[src/rtl/axis_job_streamer.sv]
// axis_job_streamer: snapshots a parallel job, streams it out as an AXI-Stream master,
// then collects a fixed-length result stream as a slave and presents it in parallel.
module axis_job_streamer #(
  parameter int C_AXIS_TDATA_WIDTH     = 32,
  parameter int NUMBER_OF_JOB_WORDS    = 20,
  parameter int NUMBER_OF_RESULT_WORDS = 8
) (
  input  logic                                                 clk,
  input  logic                                                 reset,
  input  logic                                                 start,
  input  logic [NUMBER_OF_JOB_WORDS*C_AXIS_TDATA_WIDTH-1:0]    job_in,
  output logic                                                 busy,
  output logic                                                 done,
  output logic [NUMBER_OF_RESULT_WORDS*C_AXIS_TDATA_WIDTH-1:0] result_out,
  output logic                                                 result_valid,
  output logic                                                 error,
  output logic                                                 m_axis_tvalid,
  output logic [C_AXIS_TDATA_WIDTH-1:0]                        m_axis_tdata,
  output logic [C_AXIS_TDATA_WIDTH/8-1:0]                      m_axis_tstrb,
  output logic                                                 m_axis_tlast,
  input  logic                                                 m_axis_tready,
  output logic                                                 s_axis_tready,
  input  logic [C_AXIS_TDATA_WIDTH-1:0]                        s_axis_tdata,
  input  logic [C_AXIS_TDATA_WIDTH/8-1:0]                      s_axis_tstrb,
  input  logic                                                 s_axis_tlast,
  input  logic                                                 s_axis_tvalid
);

  localparam int W        = C_AXIS_TDATA_WIDTH;
  localparam int TX_PTR_W = (NUMBER_OF_JOB_WORDS > 1) ? $clog2(NUMBER_OF_JOB_WORDS) : 1;
  localparam int RX_PTR_W = (NUMBER_OF_RESULT_WORDS > 1) ? $clog2(NUMBER_OF_RESULT_WORDS) : 1;
  localparam logic [TX_PTR_W-1:0] TX_LAST = TX_PTR_W'(NUMBER_OF_JOB_WORDS - 1);
  localparam logic [RX_PTR_W-1:0] RX_LAST = RX_PTR_W'(NUMBER_OF_RESULT_WORDS - 1);

  typedef enum logic [1:0] {
    ST_IDLE   = 2'd0,
    ST_SEND   = 2'd1,
    ST_RECV   = 2'd2,
    ST_FINISH = 2'd3
  } state_t;

  state_t                state_r, state_s;
  logic [TX_PTR_W-1:0]   tx_ptr_r;
  logic [RX_PTR_W-1:0]   rx_ptr_r;
  logic [W-1:0]          job_buf_r [NUMBER_OF_JOB_WORDS];
  logic [W-1:0]          result_r  [NUMBER_OF_RESULT_WORDS];
  logic                  busy_r, done_r, result_valid_r, error_r;
  logic                  m_tvalid_r, s_tready_r;
  logic                  accept_s, tx_hs_s, tx_last_s, rx_hs_s, rx_last_s, rx_end_s, rx_err_s;
  logic                  strb_unused_s;

  assign strb_unused_s = ^s_axis_tstrb;
  assign tx_last_s     = (tx_ptr_r == TX_LAST);
  assign rx_last_s     = (rx_ptr_r == RX_LAST);

  // Next-state decode and handshake strobes
  always_comb begin
    state_s  = state_r;
    accept_s = 1'b0;
    tx_hs_s  = 1'b0;
    rx_hs_s  = 1'b0;
    rx_end_s = 1'b0;
    rx_err_s = 1'b0;
    case (state_r)
      ST_IDLE: begin
        if (start) begin
          accept_s = 1'b1;
          state_s  = ST_SEND;
        end else begin
          state_s  = ST_IDLE;
        end
      end
      ST_SEND: begin
        if (m_tvalid_r && m_axis_tready) begin
          tx_hs_s = 1'b1;
          state_s = tx_last_s ? ST_RECV : ST_SEND;
        end else begin
          state_s = ST_SEND;
        end
      end
      ST_RECV: begin
        if (s_tready_r && s_axis_tvalid) begin
          rx_hs_s = 1'b1;
          // A result ends on the expected count or on an early tlast, whichever comes first
          rx_end_s = rx_last_s || s_axis_tlast;
          rx_err_s = !(rx_last_s && s_axis_tlast);
          state_s  = rx_end_s ? ST_FINISH : ST_RECV;
        end else begin
          state_s = ST_RECV;
        end
      end
      ST_FINISH: state_s = ST_IDLE;
      default:   state_s = ST_IDLE;
    endcase
  end

  // State register and state-decoded outputs, registered from the next state
  always_ff @(posedge clk or posedge reset) begin
    if (reset) begin
      state_r    <= ST_IDLE;
      busy_r     <= 1'b0;
      done_r     <= 1'b0;
      m_tvalid_r <= 1'b0;
      s_tready_r <= 1'b0;
    end else begin
      state_r    <= state_s;
      busy_r     <= (state_s != ST_IDLE);
      done_r     <= (state_s == ST_FINISH);
      m_tvalid_r <= (state_s == ST_SEND);
      s_tready_r <= (state_s == ST_RECV);
    end
  end

  // Job snapshot, pointers, result capture and sticky status
  always_ff @(posedge clk or posedge reset) begin
    if (reset) begin
      tx_ptr_r       <= '0;
      rx_ptr_r       <= '0;
      result_valid_r <= 1'b0;
      error_r        <= 1'b0;
      for (int k = 0; k < NUMBER_OF_JOB_WORDS; k++) job_buf_r[k] <= '0;
      for (int k = 0; k < NUMBER_OF_RESULT_WORDS; k++) result_r[k] <= '0;
    end else begin
      if (accept_s) begin
        tx_ptr_r       <= '0;
        result_valid_r <= 1'b0;
        error_r        <= 1'b0;
        for (int k = 0; k < NUMBER_OF_JOB_WORDS; k++) job_buf_r[k] <= job_in[k*W +: W];
        // Stale words from the previous result must not survive a short result
        for (int k = 0; k < NUMBER_OF_RESULT_WORDS; k++) result_r[k] <= '0;
      end
      if (tx_hs_s) begin
        if (tx_last_s) begin
          tx_ptr_r <= '0;
          rx_ptr_r <= '0;
        end else begin
          tx_ptr_r <= tx_ptr_r + TX_PTR_W'(1);
        end
      end
      if (rx_hs_s) begin
        result_r[rx_ptr_r] <= s_axis_tdata;
        if (rx_end_s) begin
          error_r        <= rx_err_s;
          result_valid_r <= 1'b1;
        end else begin
          rx_ptr_r <= rx_ptr_r + RX_PTR_W'(1);
        end
      end
    end
  end

  // Pack the captured result words onto the parallel output
  always_comb begin
    result_out = '0;
    for (int k = 0; k < NUMBER_OF_RESULT_WORDS; k++) result_out[k*W +: W] = result_r[k];
  end

  assign busy          = busy_r;
  assign done          = done_r;
  assign result_valid  = result_valid_r;
  assign error         = error_r;
  assign m_axis_tvalid = m_tvalid_r;
  assign m_axis_tdata  = job_buf_r[tx_ptr_r];
  assign m_axis_tlast  = m_tvalid_r && tx_last_s;
  assign m_axis_tstrb  = {(C_AXIS_TDATA_WIDTH/8){1'b1}};
  assign s_axis_tready = s_tready_r;

endmodule
[config.mk]
export PLATFORM = sky130hd
export DESIGN_NAME = axis_job_streamer
export DESIGN_NICKNAME = d
export VERILOG_FILES = /design/src/rtl/axis_job_streamer.sv
export SDC_FILE = /design/constraint.sdc
export NUM_CORES = 2
export LEC_CHECK = 0
export ABC_AREA = 1
export CAP_MARGIN = 15
export CORE_MARGIN = 4
export CORE_UTILIZATION = 30
export DETAILED_ROUTE_END_ITERATION = 12
export DONT_BUFFER_PORTS = 1
export PLACE_DENSITY_LB_ADDON = 0.08
export SLEW_MARGIN = 40
export SYNTH_ARGS = -nofsm -noshare
export SYNTH_HDL_FRONTEND = slang
export SYNTH_SLANG_ARGS = --single-unit
[constraint.sdc]
create_clock -name clk -period 39 [get_ports clk]
set_clock_uncertainty 0.15 [all_clocks]
set_input_delay 11.7 -clock clk [delete_from_list [all_inputs] [get_ports clk]]
set_output_delay 11.7 -clock clk [all_outputs]
set_load 0.01 [all_outputs]
* Word-level counts from Yosys, hierarchy flattened *
Index checks and enable logic that the tools add are counted.

word-level totals
  register bits after elaboration = 912
  input port bits = 682

cells by class
  reduce and logical (&&, ||, !) cells = 10
  magnitude comparators = 3
  bitwise operators = 2
  $add $sub $neg = 2
  equality and inequality tests = 8
  mux-type cells = 37

operators by type and width
  operator               count
  $mux W256              2
  $bwmux W256            1
  $bmux W32 S5           1
  $demux W32 S3          1
  $mux W32               3
  $mux W1                19
  $mux W5                3
  $mux W3                4
  $eq A2 B2 Y1 const B   4
  $pmux W2 S4            1
  $ge A6 B6 Y1 const B   1
  $not A5 Y6             1
  $add A5 B1 Y5 const B  1
  $eq A5 B5 Y1 const B   1
  $logic_and A1 B1 Y1    5
  $eq A2 B1 Y1 const B   2
  $ge A4 B4 Y1 const B   1
  $lt A4 B1 Y1 const B   1
  $mux W2                2
  $not A3 Y4             1
  $reduce_bool A2 Y1     2
  $add A3 B1 Y3 const B  1
  $eq A3 B3 Y1 const B   1
  $logic_not A2 Y1       1
  2 further kinds        2

* Longest topological paths before layout *
  depth in word-level cells = 7
  gate-level depth with buffers = 12
  depth with buffers taken out = 10

* Worst setup path after synthesis *
Ideal clock, no wire load.

  path type = reg-to-output
  start = reg tx_ptr_r[0]
  end = out m_axis_tdata[10]
  required time = 27.150 ns
  setup slack = 25.737 ns
  arrival time = 1.413 ns
  stages on the path, launching flop included = 9
  path through = dfrtp_1 > inv_1 > buf_2 > buf_4 > clkbuf_1 > nor2_1 > o22ai_1 > nand2_1 > nand2_1

between the ends
  cells in the longest elaborated chain, start to end = 4

ends and longest elaborated chain
  element                                       line  text
  from (decl)                                   43    logic [TX_PTR_W-1:0] tx_ptr_r;
  from (signal assigned)                        137   tx_ptr_r <= tx_ptr_r + TX_PTR_W'(1);
  $not A5 Y6 (not written as such)              163   assign m_axis_tdata = job_buf_r[tx_ptr_r];
  $bmux W32 S5                                  163
  $mux W32 (not written as such) (2 in series)  163
  to (decl)                                     18    output logic [C_AXIS_TDATA_WIDTH-1:0] m_axis_tdata,

No other way between the ends. The select of a mux whose other input is x is not followed.

* Worst setup path after layout *
  start = reg tx_ptr_r[0]
  end = out m_axis_tdata[18]

The elaborated chain is that of the path after synthesis.

==> results by group <==
Floorplan
  – Die height: 381 µm
  – Core area: 0.138 mm²
  – Die Area: 0.145 mm²
  – # IOs: 981
  – Starting density of the core: 30.3%
  – Die X: 381 µm
  – Rows: 136

Worst setup path
  – Worst path arrival time: 5.34 ns
  – CP max FO: 94
  – CP Capture Type: output port
  – RR Startpoint: state_r[0]
  – R2R depth: 10
  – Reg2reg end: job_buf_r[626]
  – Flop2flop setup slack: 35.15 ns
  – Startpoint types: register
  – Required @ worst endpoint: 27.15 ns
  – Kind of critical path: register to output port

Global routing
  – First-pass GRT wire length: 256000 µm
  – Initial antenna violation count: 64
  – Number of global-route vias before repair: 32931
  – GRT Total Usage: 24.2%
  – Largest net degree at the start of global routing: 237
  – GR Overflow Total: 0

Logic synthesis
  – Synth Area per Inst: 8.04 µm²
  – Mapped Cells: 5197
  – Sequential-to-total area share from yosys stat: 54.6%
  – Netlist Area Pre-Place: 0.0418 mm²
  – Yosys reg bits: 912
  – Distinct cells, synth: 30
  – Synth Warn #: 0

Route
  – DRT Pass-1 Iters: 6
  – Vias per cell: 4.83
  – Post-Route WL: 181000 µm
  – DRT antenna net count: 0
  – Wire per inst: 25.9 µm
  – Vias post-DR: 33808
  – Remaining DRCs: 0
  – DRT iter0 DRCs: 2732

Outcome
  – Run status: completed

Clock tree
  – Num CTS Buffers: 111
  – Post-CTS Hold Fix Bufs: 0
  – Root Driver: clkbuf_16
  – TritonCTS clock tree: built
  – CTS clk-pin slew, worst paths: 0.06 ns
  – Max Root-Sink Buffers: 3
  – Clock Sinks: 912
  – Worst skew pair latency: 0.74 ns
  – Post-CTS Setup Bufs: 0
  – CTS resizes: 0
  – H-tree levels: 3

STA
  – Worst slew pin tran: 0.830 ns
  – RSZ-0062 raised after global routing: no
  – Max-slew headroom: 44.6%
  – Final Hold Viols: 0
  – Final Max Tran Viols: 0
  – Final min period: 17.19 ns
  – Final period utilization: 44.1%
  – TNS Setup: 0 ns
  – Final setup vio count: 0
  – Max frequency: 58.2 MHz

Cells and area
  – Final #Nets: 5700
  – Area of the multi-input gates: 0.0150 mm²
  – Leading cell type in the layout, fill and taps excluded: nand2_1
  – Sequential Area: 0.0228 mm²
  – FILL cells: 14804
  – Layout area overhead: 12.1%
  – Fraction of layout cells with a size suffix above 1: 6.73%
  – Most frequent cells in the layout: nand2_1, dfrtp_1, o21ai_0
  – Final core utilization: 34.0%

Power and ir drop
  – Int Pwr: 0.00230 W
  – Cell Pwr Density: 83.9 mW/mm²
  – Max VDD drop: 0.0376 mV
  – Clock power frac: 27.6%
  – Switching part of the total: 41.6%
  – Logic pwr share: 37.2%
  – Seq pwr share: 35.2%
  – Leak: 22.8 nW
  – NetSw: 0.00164 W

Hold path
  – Hold_sp: job_buf_r[36]
  – Hold Path Sink: job_buf_r[36]
  – Hold Path Depth: 2
  – Worst Hold Class: register to register

Placed design
  – Placer Congestion: 0.827
  – Hpwl dp: 130000 µm
  – # port buffers: 0

Run
  – MaxCap Viol Count: 0
==> cells in the mapped netlist (all sizes together) <==
| library cell | count | share of area (%) |
|---|---|---|
| xor2 | 1 | 0.021 |
| nand2 | 1786 | 16 |
| o21ai | 807 | 10 |
| buf | 252 | 3.6 |
| nor2 | 143 | 1.4 |
| o22ai | 33 | 0.49 |
| clkbuf | 101 | 0.92 |
| clkinv | 1 | 0.0090 |
| nand4 | 2 | 0.030 |
| inv | 564 | 5.1 |
| a21oi | 2 | 0.024 |
| nor3 | 1 | 0.039 |
| dfrtp | 912 | 55 |
| conb | 1 | 0.0090 |
| a31o | 1 | 0.021 |
| nand3 | 587 | 7.4 |
| ha | 3 | 0.090 |
==> layout make-up <==
cell class	count	area share, %
antenna	24	0.128
clock buffer	176	7.26
clock inverter	31	0.886
inverter	565	4.60
multi-input combinational	3370	32.0
sequential	912	48.7
tap	1863	4.97
timing repair buffer	55	1.41
==> worst max-delay path, cell delays in order (launching register included) <==
cell	delay [ns]
dfrtp_4	0.72
inv_8	0.62
buf_6	0.54
buf_6	0.60
buf_4	0.68
nand2_1	0.12
nand3_1	0.09
nand2_1	0.15
nand2_1	0.11
nand2_1	0.06
inv_1	0.05
nand2_1	0.05
nand2_1	0.30
nand2_1	0.23
==> registers in the layout, summed over array words and instances, names as in the netlist <==
signal,count
job_buf_r,640
result_out,256
tx_ptr_r,5
rx_ptr_r,3
state_r,2
busy,1
done,1
error,1
m_axis_tvalid,1
result_valid,1
s_axis_tready,1
==> power by group through the flow <==
stage	clock network, W	logic, W	registers [W]
detailed placement	0	0.00148	0.00140
CTS	0.00112	0.00148	0.00139
global placement	0	0.00146	0.00140
finish	0.00109	0.00146	0.00139
floorplan	0	0.000990	0.00136
global route	0.00115	0.00166	0.00142
==> through the flow <==
stage	cell area, µm²	setup slack, ns	power [W]	cells	hold slack (ns)
2_1_floorplan	41800	1.51	0.00235	5200	0.294
3_3_place_gp	42700	21.45	0.00286	6756	0.308
3_5_place_dp	42900	22.00	0.00288	6761	0.310
4_1_cts	46700	21.69	0.00399	6968	0.325
5_1_grt	46800	21.42	0.00423	6986	0.341
6_report	46900	21.81	0.00393	6996	0.322
==> worst max-delay path by stage <==
stage           startpoint                to  slack, ns
5_1_grt        tx_ptr_r[0]   m_axis_tdata[2]      21.42
3_5_place_dp         reset    job_buf_r[228]      22.00
6_report       tx_ptr_r[0]  m_axis_tdata[18]      21.81
3_3_place_gp         reset    job_buf_r[480]      21.45
2_1_floorplan        reset              busy       1.51
4_1_cts        tx_ptr_r[0]  m_axis_tdata[18]      21.69
==> cell families (layout without fill, tap and decap cells) <==
| logic type | count (synthesis) | after routing | share of synthesized area [%] |
|---|---|---|---|
| XOR/XNOR | 1 | 1 | 0.0210 |
| adder cells (fa/ha/maj) | 3 | 3 | 0.0898 |
| other | 1 | 28 | 0.00897 |
| flip-flops | 912 | 912 | 54.6 |
| buffers and inverters | 918 | 827 | 9.58 |
| AO/OA/AOI/OAI | 843 | 843 | 10.7 |
| AND/OR/NAND/NOR | 2519 | 2519 | 25.0 |
==> metal layers <==
layer	GRT usage [%]	vias to the layer above	wire length, µm
li1	-	16028	-
met3	8.68	207	16000
met4	5.52	46	3820
met1	31.8	16572	77300
met2	38.2	955	83600
met5	0	-	282
No activity file was read; power rests on OpenSTA's default activity.
